## config.mk

```make
export PLATFORM = sky130hd
export DESIGN_NAME = pucch_f1_seq_mod
export DESIGN_NICKNAME = d
export VERILOG_FILES = /design/src/rtl/pucch_f1_seq_mod.sv
export SDC_FILE = /design/constraint.sdc
export NUM_CORES = 1
export LEC_CHECK = 0
export CAP_MARGIN = 20
export CORE_ASPECT_RATIO = 1.2
export CORE_UTILIZATION = 48
export CTS_CLUSTER_SIZE = 10
export DETAILED_ROUTE_END_ITERATION = 8
export GPL_TIMING_DRIVEN = 0
export PLACE_DENSITY = 0.67
export SETUP_SLACK_MARGIN = 0.1
export SYNTH_ARGS = -nofsm -noshare
export SYNTH_HDL_FRONTEND = slang
export SYNTH_SLANG_ARGS = --single-unit
```

## constraint.sdc

```tcl
create_clock -name i_clk -period 14.5 [get_ports i_clk]
set_clock_uncertainty 0.1 [all_clocks]
set_input_delay 2.175 -clock i_clk [delete_from_list [all_inputs] [get_ports i_clk]]
set_output_delay 2.175 -clock i_clk [all_outputs]
set_load 0.1 [all_outputs]
```

## src/rtl/pucch_f1_seq_mod.sv

```systemverilog
// PUCCH format 1 sequence modulator: multiplies one BPSK symbol d(0) by the
// twelve QPSK-phase base sequence values r(n) and streams y(n) with handshake.
module pucch_f1_seq_mod #(
    parameter int SCALE  = 23170,
    parameter int DATA_W = 16,
    parameter int COEF_W = 16
) (
    input  logic              i_clk,
    input  logic              i_rst_n,
    input  logic              i_valid,
    output logic              o_ready,
    input  logic [DATA_W-1:0] i_re,
    input  logic [DATA_W-1:0] i_im,
    input  logic [23:0]       i_phi,
    output logic              o_valid,
    input  logic              i_ready,
    output logic [DATA_W-1:0] o_re,
    output logic [DATA_W-1:0] o_im,
    output logic [3:0]        o_idx,
    output logic              o_last
);

    localparam int SW   = DATA_W + 2;
    localparam int CW   = COEF_W + 1;
    localparam int PW   = SW + CW + 1;
    localparam int FRAC = 15;

    localparam logic IDLE = 1'b0;
    localparam logic RUN  = 1'b1;

    localparam logic signed [CW-1:0] SCALE_S = CW'(SCALE);
    localparam logic signed [PW-1:0] ONE     = PW'(1);
    localparam logic signed [PW-1:0] RND     = ONE <<< (FRAC - 1);
    localparam logic signed [PW-1:0] MAX_V   = (ONE <<< (DATA_W - 1)) - ONE;
    localparam logic signed [PW-1:0] MIN_V   = -(ONE <<< (DATA_W - 1));

    logic                     state;
    logic [3:0]               n;
    logic signed [DATA_W-1:0] a_p0;
    logic signed [DATA_W-1:0] b_p0;
    logic [23:0]              phi_p0;
    logic                     vld_p0;

    logic [1:0]               code;
    logic                     s1_pos;
    logic                     s2_pos;
    logic signed [SW-1:0]     a_ext;
    logic signed [SW-1:0]     b_ext;
    logic signed [SW-1:0]     re_sum;
    logic signed [SW-1:0]     im_sum;

    // Multiply by the 1/sqrt(2) constant, round half up, clamp to the output range.
    function automatic logic signed [DATA_W-1:0] round_sat(input logic signed [SW-1:0] sum);
        logic signed [PW-1:0] s_w;
        logic signed [PW-1:0] k_w;
        logic signed [PW-1:0] prod;
        s_w  = {{(PW - SW){sum[SW-1]}}, sum};
        k_w  = {{(PW - CW){SCALE_S[CW-1]}}, SCALE_S};
        prod = s_w * k_w;
        prod = (prod + RND) >>> FRAC;
        if (prod > MAX_V) begin
            return MAX_V[DATA_W-1:0];
        end else if (prod < MIN_V) begin
            return MIN_V[DATA_W-1:0];
        end
        return prod[DATA_W-1:0];
    endfunction

    // Stage p0: latched symbol and phase codes, walked by subcarrier index n
    always_ff @(posedge i_clk) begin
        if (!i_rst_n) begin
            state  <= IDLE;
            n      <= 4'd0;
            a_p0   <= '0;
            b_p0   <= '0;
            phi_p0 <= '0;
        end else begin
            case (state)
                IDLE: begin
                    if (i_valid) begin
                        a_p0   <= i_re;
                        b_p0   <= i_im;
                        phi_p0 <= i_phi;
                        n      <= 4'd0;
                        state  <= RUN;
                    end
                end
                default: begin
                    if (i_ready) begin
                        if (n == 4'd11) begin
                            n     <= 4'd0;
                            state <= IDLE;
                        end else begin
                            n <= n + 4'd1;
                        end
                    end
                end
            endcase
        end
    end

    assign vld_p0 = (state == RUN);

    // Stage p0 -> outputs: rotation by +/-1 sign pair, then scale/round/saturate
    always_comb begin
        code   = phi_p0[{n, 1'b0} +: 2];
        // 00=-3 and 11=+3 flip the real sign; only the negative codes flip the imaginary sign
        s1_pos = code[1] ^ code[0];
        s2_pos = code[1];
        a_ext  = {{2{a_p0[DATA_W-1]}}, a_p0};
        b_ext  = {{2{b_p0[DATA_W-1]}}, b_p0};
        re_sum = (s1_pos ? a_ext : -a_ext) - (s2_pos ? b_ext : -b_ext);
        im_sum = (s2_pos ? a_ext : -a_ext) + (s1_pos ? b_ext : -b_ext);
    end

    assign o_ready = (state == IDLE) && i_rst_n;
    assign o_valid = vld_p0;
    assign o_re    = round_sat(re_sum);
    assign o_im    = round_sat(im_sum);
    assign o_idx   = n;
    assign o_last  = vld_p0 && (n == 4'd11);

endmodule
```

# After elaboration in Yosys (flattened, before gate mapping)
# Cells that the tools add are included.
# Widths: inputs -> output; s select.
dict set report word_totals {
  reg_bits 61
  output_inout_bits 39
}
dict set report classes {
  add_sub_neg 7
  mul 2
  magnitude_cmp 4
  n_eq_ne 2
  shift 1
  muxes 22
  bitwise_logic 2
  n_reduce_logical 5
}
# cell count
set op_table {}
lappend op_table {{$mux 16} 6}
lappend op_table {{$mux 18} 4}
lappend op_table {{$add 34x16->35 const B} 2}
lappend op_table {{$mul 18x15->33 const B} 2}
lappend op_table {{$gt 20x16->1 const B} 2}
lappend op_table {{$lt 20x16->1 const B} 2}
lappend op_table {{$neg 16->18} 2}
lappend op_table {{$shiftx 24x6->2} 1}
lappend op_table {{$add 18x18->18} 1}
lappend op_table {{$sub 18x18->18} 1}
lappend op_table {{$mux 4} 4}
lappend op_table {{$mux 1} 8}
lappend op_table {{$add 4x1->4 const B} 1}
lappend op_table {{$eq 4x4->1 const B} 1}
lappend op_table {{$reduce_and 2->1} 2}
lappend op_table {{$logic_and 1x1->1} 2}
lappend op_table {{$ne 2x2->1 const B} 1}
lappend op_table {{$reduce_bool 2->1} 1}
lappend op_table {{$not 1->1} 1}
lappend op_table {{$xor 1x1->1} 1}

# Longest topological paths before layout
dict set report logic_depth {
  word_depth 10
  depth_mapped 42
}

# Worst setup path after synthesis
# No wires, ideal clock.
dict set report synth_path {
  path_kind {register to output}
  from {reg n[0], in the netlist o_idx[0]}
  to {out o_im[1]}
  t_arrival_ns 12.830
  path_slack_ns -0.605
  path_stages_with_launch 40
  path_buffers 2
  path_cell_list {dfxtp_1 -> buf_2 -> mux4_2 -> xor2_1 -> a22oi_1 -> a21boi_2 -> clkbuf_1 -> a21o_1 -> inv_1 -> fa_1 -> nor2b_4 -> o2111ai_1 -> a21oi_1 -> o21ai_0 -> a21oi_1 -> o21ai_0 -> a21boi_0 -> nor2_1 -> [4 not listed] -> fa_1 -> inv_1 -> fa_1 -> fa_1 -> fa_1 -> ha_1 -> ha_1 -> a21oi_1 -> o21ai_0 -> or3_1 -> nor3_1 -> o31ai_2 -> a21oi_1 -> xnor2_1 -> a211o_2 -> or4_1 -> and3_4 -> o21ai_0}
}
dict set report synth_via {
  elab_chain_len 10
}
# item line_no
set synth_lines {}
lappend synth_lines {{from (decl)} 38} ;# logic [3:0] n;
lappend synth_lines {{from (signal assigned)} 94} ;# n <= n + 4'd1;
lappend synth_lines {{$shiftx 24x6->2 *} 106} ;# code = phi_p0[{n, 1'b0} +: 2];
lappend synth_lines {{$xor 1x1->1} 108} ;# s1_pos = code[1] ^ code[0];
lappend synth_lines {{$mux 18} 113} ;# im_sum = (s2_pos ? a_ext : -a_ext) + (s1_pos ? b_ext : -b_ext);
lappend synth_lines {{$add 18x18->18 *} 113}
lappend synth_lines {{$mul 18x15->33 *} 59} ;# prod = s_w * k_w;
lappend synth_lines {{$add 34x16->35 *} 60} ;# prod = (prod + RND) >>> FRAC;
lappend synth_lines {{$lt 20x16->1} 63} ;# end else if (prod < MIN_V) begin
lappend synth_lines {{$mux 1} 63}
lappend synth_lines {{$mux 1} 61} ;# if (prod > MAX_V) begin
lappend synth_lines {{$mux 16 *} 66} ;# return prod[DATA_W-1:0];
lappend synth_lines {{to (decl)} 18} ;# output logic [DATA_W-1:0] o_im,
# Every way passes the cells marked *; elsewhere a longest branch is shown, timed or not.

# Final worst setup path
dict set report layout_path {
  from {reg n[0], in the netlist o_idx[0]}
  to {out o_re[4]}
}
dict set report layout_via {
  elab_chain_len 10
}
# item line_no
set layout_lines {}
lappend layout_lines {{$shiftx 24x6->2 *} 106}
lappend layout_lines {{$xor 1x1->1} 108}
lappend layout_lines {{$mux 18} 112} ;# re_sum = (s1_pos ? a_ext : -a_ext) - (s2_pos ? b_ext : -b_ext);
lappend layout_lines {{$sub 18x18->18 *} 112}
lappend layout_lines {{$mul 18x15->33 *} 59}
lappend layout_lines {{$add 34x16->35 *} 60}
lappend layout_lines {{$lt 20x16->1} 63}
lappend layout_lines {{$mux 1} 63}
lappend layout_lines {{$mux 1} 61}
lappend layout_lines {{$mux 16 *} 66}
lappend layout_lines {{to (decl)} 17} ;# output logic [DATA_W-1:0] o_re,
# Marks and branches as above.

==> results.rst <==
.. list-table::
   :header-rows: 1

   * - Metric
     - Value
   * - H-Tree Depth
     - 3
   * - Total detailed-routing wirelength
     - 37,900 µm
   * - Kind of start point of the critical path
     - flop
   * - Number of remaining DRC errors
     - 5
   * - Reg2reg start
     - o_valid$_SDFF_PN0_
   * - Reg-to-reg critical path endpoint
     - phi_p0[20]$_SDFFE_PN0P_
   * - Global Route met2 Usage
     - 45.3%
   * - Maximum root-to-sink buffer count
     - 2
   * - Max stage delay cell, worst path
     - sky130_fd_sc_hd__mux4_2
   * - Destination of the worst hold path
     - phi_p0[12]$_SDFFE_PN0P_
   * - Num ports
     - 99
   * - HP Start
     - phi_p0[12]$_SDFFE_PN0P_
   * - Via count of the first global-routing pass
     - 13,266
   * - Area Growth Syn to Fin
     - 13.3%
   * - Final worst path period need
     - 13.74 ns
   * - Max-slew violations
     - 0
   * - Data arrival time at the worst-slack endpoint
     - 11.46 ns
   * - Remaining Overflow, GRT
     - 0
   * - Peak fanout along the critical path
     - 10
   * - DIE WIDTH
     - 167 µm
   * - Mapped Avg Cell Area
     - 8.32 µm²
   * - Register-to-register path setup slack
     - 12.38 ns
   * - Die Ht
     - 200 µm
   * - Routing usage on met3
     - 1.43%
   * - Clock transition at path regs
     - 0.06 ns
   * - Number of cells traversed by the worst register-to-register path
     - 6
   * - Source-to-sink clock delay at the later pin of the worst-skew pair
     - 0.33 ns
   * - Setup WS pre-CTS
     - -1.34 ns
   * - Detailed Route Iter0 Violations
     - 622
   * - Transition time at the pin with the least slew margin
     - 1.00 ns
   * - Layer carrying the most global-route usage
     - met2
   * - Delay of the slowest critical-path stage
     - 0.55 ns
   * - Cells after synthesis
     - 1,875
   * - CTS root buffer
     - sky130_fd_sc_hd__clkbuf_16
   * - Area of the die
     - 0.0332 mm²
   * - Total clock sinks
     - 61
   * - Number of maximum-capacitance constraint violations
     - 0
   * - Via-per-instance ratio
     - 5.56
   * - Count of yosys warnings during synthesis
     - 0
   * - Final setup violation count
     - 0
   * - Rel. slew slack
     - 32.9%
   * - Setup WS post-layout
     - 0.762 ns
   * - Post-synthesis async set-or-reset flop share
     - 0%
   * - Final clock period utilization by the worst path
     - 94.7%
   * - Vias
     - 13,325
   * - Kind of end point of the critical path
     - output pin
   * - Total iterations of the first detailed-routing run
     - 7
   * - Final worst hold slack
     - 0.363 ns
   * - Total standard cell area after synthesis
     - 0.0156 mm²
   * - Distinct cells, synth
     - 95
   * - Number of antenna violations at the first check in global routing
     - 0
   * - Final Hold Violating Endpoints
     - 0
   * - Number of enable flip-flop cells after synthesis
     - 0
   * - Required time at the worst-slack endpoint
     - 12.23 ns
   * - Fraction of met1 tracks used by global routing
     - 27.0%
   * - Placement Rows
     - 71
   * - Run status
     - finished, violations left
   * - Post-detailed-placement half-perimeter wirelength
     - 32,700 µm
   * - Average wire per standard cell
     - 15.8 µm
   * - Most common flop cell mapped by yosys
     - sky130_fd_sc_hd__dfxtp_1
   * - Path type of the worst min-delay path
     - flop to flop
   * - Fraction of layout instances using a drive strength above 1
     - 8.71%
   * - Layout Nets
     - 2,473
   * - Sequential-to-total area share from yosys stat
     - 7.82%
   * - Setup repair after global routing missed its margin
     - no
   * - Max Freq
     - 0.0728 GHz
   * - # diodes
     - 0
   * - Path type of the worst setup path
     - flop to output pin
   * - Pin count of the biggest net entering global routing
     - 21
   * - Violated checks
     - design-rule violations
   * - Remaining antenna violation count after routing
     - 0
   * - Final estimated routing congestion in global placement
     - 0.884
   * - Cell depth of the worst hold path
     - 2
   * - Initial Utilization
     - 49.2%
   * - Hold-fix buffers, CTS
     - 0
   * - IO Port Bufs
     - 98
   * - Core region area
     - 0.0317 mm²
   * - CTS tree
     - built
   * - Wire length of the first global-routing pass
     - 63,100 µm
   * - Clock buffer count from CTS
     - 9
   * - Number of synthesized register bits
     - 61
   * - Syn Nets
     - 2,356
   * - Aggregate global-route resource usage
     - 23.0%
   * - Fill cell total of the finished layout
     - 2,974
==> logic make-up after synthesis <==
| logic type | count (synthesis) | share of synthesized area, % |
|---|---|---|
| multiplexers | 15 | 1.45 |
| buffers and inverters | 273 | 6.85 |
| flip-flops | 61 | 7.82 |
| AND/OR/NAND/NOR | 585 | 18.6 |
| XOR/XNOR | 160 | 9.07 |
| AO/OA/AOI/OAI | 360 | 16.0 |
| adder cells (fa/ha/maj) | 421 | 40.2 |
==> synthesized netlist by cell type, drive strengths merged (4+ instances only) <==
master,n,share of area (%)
a211oi,10,0.48
o211ai,10,0.51
o21ai,86,3.0
and2,20,0.80
or2,13,0.52
xnor2,100,5.7
nor2,99,2.4
nand4,24,0.96
or3,30,1.2
a2111oi,5,0.29
or4,11,0.54
a21o,31,1.5
a211o,7,0.41
nor3b,5,0.24
a21boi,64,3.1
fa,134,17
nor3,33,1.1
xor2,60,3.4
o31ai,6,0.32
o21bai,7,0.34
mux4,6,0.87
and3,20,0.84
nor4,16,0.84
nand2b,13,0.52
nand3,34,1.1
a31oi,10,0.44
and4,4,0.23
nand2,233,5.6
o2111ai,6,0.34
buf,14,0.63
mux2i,8,0.51
clkbuf,48,1.2
a21oi,64,2.2
nand4b,4,0.42
ha,287,23
o21a,13,0.63
nor2b,15,0.65
dfxtp,61,7.8
inv,211,5.1
==> worst max path at each step <==
| stage | cells past startpoint | to | slack, ns | startpoint |
|---|---|---|---|---|
| global route | 38 | o_re[9] | 0.10 | o_idx[0]$_SDFFE_PN0P_ |
| CTS | 42 | o_im[5] | 0.12 | o_idx[0]$_SDFFE_PN0P_ |
| finish | 39 | o_re[4] | 0.76 | o_idx[0]$_SDFFE_PN0P_ |
| detailed placement | 41 | o_im[5] | -1.34 | o_idx[0]$_SDFFE_PN0P_ |
| floorplan | 39 | o_im[1] | -0.61 | o_idx[0]$_SDFFE_PN0P_ |
| global placement | 41 | o_im[5] | -1.18 | o_idx[0]$_SDFFE_PN0P_ |
==> state kept, by name (all words and copies together), names as in the netlist <==
register  cells
o_valid       1
a_p0         16
o_idx         4
b_p0         16
phi_p0       24
==> placed cells by master (no fill, tap or decap), drive strengths merged, types with 30 or more instances in the layout <==
cell type      count
nand2            233
xnor2            100
nand3             34
a21o              31
inv              214
ha               287
buf               37
xor2              60
clkbuf            71
dfxtp             61
clkdlybuf4s50     66
nor2              99
a21boi            64
a21oi             64
o21ai             86
nor3              33
or3               30
fa               134
==> metal layers <==
| metal | share of wire [%] | routed length (µm) |
|---|---|---|
| met1 | 42 | 16000 |
| met2 | 54 | 20300 |
| met3 | 2.0 | 765 |
| met4 | 2.1 | 809 |
| met5 | 0 | 0 |
==> layout make-up <==
cell class	count	area (µm²)	share of cell area, %
Buffer	62	289	1.64
Clock buffer	9	225	1.27
Clock inverter	7	82.6	0.467
Inverter	211	792	4.48
Multi-Input combinational cell	1541	13600	76.8
Sequential cell	61	1220	6.91
Tap cell	401	502	2.84
Timing Repair Buffer	106	997	5.64
==> metrics by stage <==
step | util [%] | cell area, µm² | setup TNS [ns] | cells
5_1_grt | 55.7 | 17700 | 0 | 2398
2_1_floorplan | - | 15600 | -3.03 | 1875
6_report | 55.7 | 17700 | 0 | 2398
4_1_cts | 54.7 | 17400 | 0 | 2391
3_3_place_gp | 53.9 | 17100 | -20.18 | 2374
3_5_place_dp | 53.9 | 17100 | -23.84 | 2374
==> critical path, delay by kind of cell, from the launching register on <==
| family | cells | cell delay [ns] |
|---|---|---|
| AOI/OAI and AO/OA | 20 | 4.40 |
| xor gates and xnor gates | 2 | 0.37 |
| adders and majority gates | 8 | 3.40 |
| buffers and inverters | 5 | 1.19 |
| DFF | 1 | 0.35 |
| muxes | 1 | 0.55 |
| and+or+nand+nor | 3 | 0.84 |
==> repair_timing <==
action / in CTS / in global routing
resized for setup: 166 / 87
pin swaps: 1 / 4
setup buffers: 1 / 7
endpoints found under the setup margin: 32 / 32
Power is left out: the tool's default activity adds up to more than one toggle a clock period on the data nets, which glitch-free logic cannot reach.
